## config.mk

```make
export PLATFORM = sky130hd
export DESIGN_NAME = uart_tx_scheduler
export DESIGN_NICKNAME = d
export VERILOG_FILES = /design/src/rtl/uart_sched_pkg.sv /design/src/rtl/uart_tx_scheduler_rr_arbiter.sv /design/src/rtl/uart_tx_scheduler.sv
export SDC_FILE = /design/constraint.sdc
export NUM_CORES = 1
export LEC_CHECK = 0
export CAP_MARGIN = 30
export CORE_MARGIN = 3
export CORE_UTILIZATION = 45
export CTS_BUF_LIST = sky130_fd_sc_hd__clkbuf_2
export CTS_CLUSTER_DIAMETER = 120
export DETAILED_ROUTE_END_ITERATION = 7
export GPL_TIMING_DRIVEN = 0
export PLACE_DENSITY = 0.86
export REMOVE_ABC_BUFFERS = 1
export SKIP_LAST_GASP = 1
export SLEW_MARGIN = 10
export SYNTH_ARGS = -nofsm -noshare
export SYNTH_HDL_FRONTEND = slang
export SYNTH_SLANG_ARGS = --single-unit
```

## constraint.sdc

```tcl
create_clock -name clk -period 2.2 [get_ports clk]
set_input_delay 0.55 -clock clk [delete_from_list [all_inputs] [get_ports clk]]
set_output_delay 0.55 -clock clk [all_outputs]
set_load 0.01 [all_outputs]
```

## src/rtl/uart_sched_pkg.sv

```systemverilog
// Shared types and register-map constants for the UART transmit scheduler.
package uart_sched_pkg;

    typedef enum logic [2:0] {
        IDLE,
        POLL_RD,
        POLL_CHK,
        GAP,
        WR_BUF,
        WR_CTL
    } state_t;

    localparam logic [7:0]  CTRL_OFFSET  = 8'd0;
    localparam logic [7:0]  BUF_OFFSET   = 8'd1;
    localparam int unsigned RX_FULL_BIT  = 0;
    localparam int unsigned TX_EMPTY_BIT = 1;

endpackage

```

## src/rtl/uart_tx_scheduler_rr_arbiter.sv

```systemverilog
// Round-robin arbiter: grants the first requesting index at or after the pointer.
module rr_arbiter #(
    parameter int unsigned N = 2
) (
    input  logic [N-1:0] req,
    input  logic [2:0]   pointer,
    input  logic         enable,
    output logic [N-1:0] grant,
    output logic [2:0]   grant_idx,
    output logic         any_grant
);

    always_comb begin
        grant     = '0;
        grant_idx = '0;
        any_grant = 1'b0;
        if (enable) begin
            // k walks the priority order starting at the pointer, wrapping at N.
            for (int unsigned k = 0; k < N; k++) begin
                for (int unsigned i = 0; i < N; i++) begin
                    if (!any_grant && req[i] && (i == (32'(pointer) + k) % N)) begin
                        any_grant = 1'b1;
                        grant[i]  = 1'b1;
                        grant_idx = 3'(i);
                    end
                end
            end
        end
    end

endmodule

```

## src/rtl/uart_tx_scheduler.sv

```systemverilog
// Shares one UART transmitter among NUM_REQ byte requesters: poll tx_empty, write buffer, kick control.
module uart_tx_scheduler
    import uart_sched_pkg::*;
#(
    parameter int unsigned NUM_REQ      = 2,
    parameter logic [7:0]  UART_ADDRESS = 8'h00,
    parameter int unsigned POLL_GAP     = 16
) (
    input  logic                 clk,
    input  logic                 rst_n,
    input  logic [NUM_REQ-1:0]   req_valid,
    input  logic [8*NUM_REQ-1:0] req_data,
    output logic [NUM_REQ-1:0]   req_ready,
    output logic [2:0]           grant_id,
    output logic                 busy,
    output logic [7:0]           uart_address,
    output logic [7:0]           uart_din,
    output logic                 uart_w_en,
    output logic                 uart_r_en,
    input  logic [7:0]           uart_dout,
    output logic                 rx_pending,
    input  logic                 rx_ack
);

    state_t               state, next_state;
    logic [2:0]           ptr, nx_ptr;
    logic [7:0]           hold_byte, nx_hold;
    logic [7:2]           ctrl_shadow, nx_ctrl;
    logic [7:0]           gap_cnt, nx_gap;
    logic [NUM_REQ-1:0]   nx_ready;
    logic [2:0]           nx_grant_id;
    logic [7:0]           nx_addr, nx_din;
    logic                 nx_w, nx_r, rx_set;
    logic [NUM_REQ-1:0]   arb_grant;
    logic [2:0]           arb_idx;
    logic                 arb_any;
    logic [7:0]           sel_byte;

    rr_arbiter #(.N(NUM_REQ)) u_arb (
        .req       (req_valid),
        .pointer   (ptr),
        .enable    (state == IDLE),
        .grant     (arb_grant),
        .grant_idx (arb_idx),
        .any_grant (arb_any)
    );

    always_comb begin
        sel_byte = '0;
        for (int unsigned i = 0; i < NUM_REQ; i++) begin
            if (arb_grant[i]) sel_byte = sel_byte | req_data[8*i +: 8];
        end
    end

    always_comb begin
        next_state  = state;
        nx_ptr      = ptr;
        nx_hold     = hold_byte;
        nx_ctrl     = ctrl_shadow;
        nx_gap      = gap_cnt;
        nx_ready    = '0;
        nx_grant_id = grant_id;
        nx_addr     = '0;
        nx_din      = '0;
        nx_w        = 1'b0;
        nx_r        = 1'b0;
        rx_set      = 1'b0;
        case (state)
            IDLE: begin
                if (arb_any) begin
                    nx_ready    = arb_grant;
                    nx_hold     = sel_byte;
                    nx_grant_id = arb_idx;
                    nx_ptr      = (arb_idx == 3'(NUM_REQ - 1)) ? 3'd0 : arb_idx + 3'd1;
                    next_state  = POLL_RD;
                end
            end
            POLL_RD: begin
                nx_addr    = UART_ADDRESS + CTRL_OFFSET;
                nx_r       = 1'b1;
                next_state = POLL_CHK;
            end
            POLL_CHK: begin
                // First cycle here carries the read strobe; data is valid only once it drops.
                if (!uart_r_en) begin
                    rx_set  = uart_dout[RX_FULL_BIT];
                    nx_ctrl = uart_dout[7:2];
                    if (uart_dout[TX_EMPTY_BIT]) begin
                        nx_addr    = UART_ADDRESS + BUF_OFFSET;
                        nx_din     = hold_byte;
                        nx_w       = 1'b1;
                        next_state = WR_BUF;
                    end else begin
                        nx_gap     = 8'(POLL_GAP);
                        next_state = GAP;
                    end
                end
            end
            GAP: begin
                if (gap_cnt <= 8'd1) begin
                    nx_gap     = '0;
                    next_state = POLL_RD;
                end else begin
                    nx_gap = gap_cnt - 8'd1;
                end
            end
            WR_BUF: begin
                nx_addr    = UART_ADDRESS + CTRL_OFFSET;
                nx_din     = {ctrl_shadow, 2'b00};
                nx_w       = 1'b1;
                next_state = WR_CTL;
            end
            WR_CTL: next_state = IDLE;
            default: next_state = IDLE;
        endcase
    end

    always_ff @(posedge clk) begin
        if (!rst_n) begin
            state        <= IDLE;
            ptr          <= '0;
            hold_byte    <= '0;
            ctrl_shadow  <= '0;
            gap_cnt      <= '0;
            req_ready    <= '0;
            grant_id     <= '0;
            busy         <= 1'b0;
            uart_address <= '0;
            uart_din     <= '0;
            uart_w_en    <= 1'b0;
            uart_r_en    <= 1'b0;
            rx_pending   <= 1'b0;
        end else begin
            state        <= next_state;
            ptr          <= nx_ptr;
            hold_byte    <= nx_hold;
            ctrl_shadow  <= nx_ctrl;
            gap_cnt      <= nx_gap;
            req_ready    <= nx_ready;
            grant_id     <= nx_grant_id;
            busy         <= (next_state != IDLE);
            uart_address <= nx_addr;
            uart_din     <= nx_din;
            uart_w_en    <= nx_w;
            uart_r_en    <= nx_r;
            if (rx_set)      rx_pending <= 1'b1;
            else if (rx_ack) rx_pending <= 1'b0;
        end
    end

endmodule

```

==> qor.yml <==
global_route:
  grt_start_max_net_pins: 20
  antenna_found_initial: 0
  grt_pass1_wl_um: 5720
  grt_usage_pct: 15.98
  grt_overflow_total: 0
  grt_pass1_vias: 1291
logic_synthesis:
  synth.top_cell.area_share_pct: 47.52
  syn_inst: 185
  syn_avg_cell_area_um2: 9.563
  synth-seq-cells: 42
  synth_cell_type_count: 41
  synth-edff-count: 0
  ys_async_sr_fraction_pct: 0
  synth_area_um2: 1769
  yosys.area.top_type: "dfxtp_1"
  ys_top_cells_by_area: "dfxtp_1 (48%), a222oi_1 (4.5%), buf_4 (4.2%)"
  yosys_warnings: 0
  synth_common_cells: "dfxtp_1 (42), nor2_1 (18), inv_1 (15)"
  yosys_most_used_dff: "dfxtp_1"
  yosysMostFrequentCell: "dfxtp_1"
  seq_area_frac_synth_pct: 47.52
placed_design:
  port_buffers: 44
  dp_hpwl_um: 2635
  dp_cells: 266
  gp_congestion: 0.8133
detailed_routing:
  drt-initial-drc-count: 146
  vias: 1437
  wire_per_inst_um: 13.24
  vias_per_cell: 5.245
  drc: 0
  ant_nets: 0
  drtPass1Iterations: 7
  wirelength_um: 3628
clock_network:
  post_cts_buffers: 0
  cts.sinks: 42
  clk_latency_ps: 390
  cts-buffers-inserted: 5
  cts-root-buf: "clkbuf_2"
  tritoncts: "built"
  htree_levels: 2
  clk_pin_slew_ps: 200
  cts_buffer_depth: 2
critical_path:
  path_class: "flip-flop to flip-flop"
  critPathMaxFanout: 11
  critPathRequiredTime_ps: 2530
  startpoint_type: "flip-flop"
  endpoint_kind: "flip-flop"
  cp.arrival_ps: 2310
die:
  fp.dieH_um: 68.70
  die_area_um2: 4720
  fp.dieW_um: 68.70
  core_region_area_um2: 3716
  rows: 22
  ioPinCount: 54
  initial_core_util_pct: 47.61
sta:
  fin_tns_setup_ps: 0
  setup_viol: 0
  hold_viol: 0
  rsz0062_at_grt: "no"
  maxSlewHeadroom_pct: 38.62
  max_freq_mhz: 505.0
  final_max_slew_viol_count: 0
  worst_slew_pin_slew_ps: 913.6
  finalCriticalPeriod_ps: 1980
  skew_ps: 7.254
  post-route-period-util_pct: 90.00
pwr:
  peakVddDrop_mv: 0.3521
  design_power_total_uw: 1708
  power.density_nw_per_um2: 763.1
  p_leak_uw: 0.0009064
cells_and_area:
  area_growth_pct: 26.52
  utilization_pct: 60.24
  num-nets-final: 256
  layout-drive-gt1-share_pct: 6.195
  diodes: 0
  finalNonFillerCells: 274
outcome:
  status: "completed"
hold_path:
  hold_class: "flip-flop to flip-flop"
job:
  cap_violations: 0
[flip-flops by register name, indices dropped and copies added (netlist names), 2 cells and up]
register and cells:
req_ready 2, ctrl_shadow 6, uart_din 8, hold_byte 8, state 3, gap_cnt 8
[power breakdown]
part / switching (uW) / total (uW) / internal, uW
Combinational: 178 / 366 / 188
Clock: 248 / 444 / 197
Sequential: 61.3 / 898 / 837
[layout make-up]
class | count | area (um^2)
multi-input combinational | 116 | 765.7
clock inverter | 2 | 37.54
timing repair buffer | 45 | 447.9
tap | 48 | 60.06
clock buffer | 6 | 30.03
sequential | 42 | 840.8
fill | 335 | 1478
inverter | 15 | 56.30
[what timing repair did]
action | in CTS | in global routing
resized for setup | 0 | 1
hold buffers | 0 | 0
endpoints found under the setup margin | 0 | 1
[per-stage QoR]
step / hold slack [ps] / instance area [um^2] / setup slack (ps)
3_3_place_gp: 436.0 / 2160 / -195.8
5_1_grt: 491.3 / 2238 / 54.71
6_report: 482.9 / 2238 / 220.0
4_1_cts: 485.5 / 2235 / 212.3
3_5_place_dp: 439.9 / 2167 / -225.8
2_1_floorplan: 428.6 / 1659 / 441.9
[layer usage]
| layer | wire length (um) | up-vias | global-route usage (%) |
|---|---|---|---|
| met1 | 1610 | 667 | 21.18 |
| met5 | 0 | - | 0 |
| met3 | 278 | 7 | 3.728 |
| met2 | 1661 | 53 | 24.67 |
| met4 | 78 | 0 | 7.056 |
| li1 | - | 710 | - |
[worst max-delay path: stages (launching register included)]
cell and delay [ps]:
dfxtp_1 560, nor4b_2 540, buf_4 260, and2_1 310, o21ai_2 120, o211ai_1 120
[logic make-up after synthesis]
| kind of cell | synth area share, % |
|---|---|
| buffers and inverters | 11.10 |
| adder cells (fa/ha/maj) | 1.414 |
| multiplexers | 3.395 |
| AND/OR/NAND/NOR | 18.17 |
| AO/OA/AOI/OAI | 15.21 |
| XOR/XNOR | 2.970 |
| other | 0.2120 |
| flip-flops | 47.52 |
[path summary, 6_finish.rpt]
| check | startpoint | endpoint | slack, ps | cells past startpoint |
|---|---|---|---|---|
| worst max-delay path | state[1]$_SDFF_PN0_ | busy$_SDFF_PN0_ | 220 | 5 |
| worst max register to register | state[1]$_SDFF_PN0_ | busy$_SDFF_PN0_ | 220 | 5 |
| worst min register to register | hold_byte[1]$_SDFFE_PN0P_ | uart_din[1]$_SDFF_PN0_ | 480 | 1 |
| worst min-delay path | hold_byte[1]$_SDFFE_PN0P_ | uart_din[1]$_SDFF_PN0_ | 480 | 1 |
[cell usage in the layout (no fill, tap or decap), drive strengths merged, types with 2 or more instances in the layout]
master / netlist / routed
a222oi: 8 / 8
xor2: 6 / 6
and3: 2 / 2
nand3: 3 / 3
a21oi: 5 / 5
nor3b: 2 / 2
nor2: 18 / 18
a21o: 2 / 2
nand2b: 2 / 2
nand4: 3 / 3
clkbuf: 3 / 6
ha: 2 / 2
mux2i: 6 / 6
conb: 1 / 9
dfxtp: 42 / 42
nand3b: 2 / 2
a22oi: 6 / 6
nor3: 4 / 4
clkdlybuf4s50: 0 / 44
and2: 3 / 3
nor2b: 12 / 12
nand2: 4 / 4
inv: 15 / 15
o21ai: 4 / 4
Power figures use the tool's default switching activity.
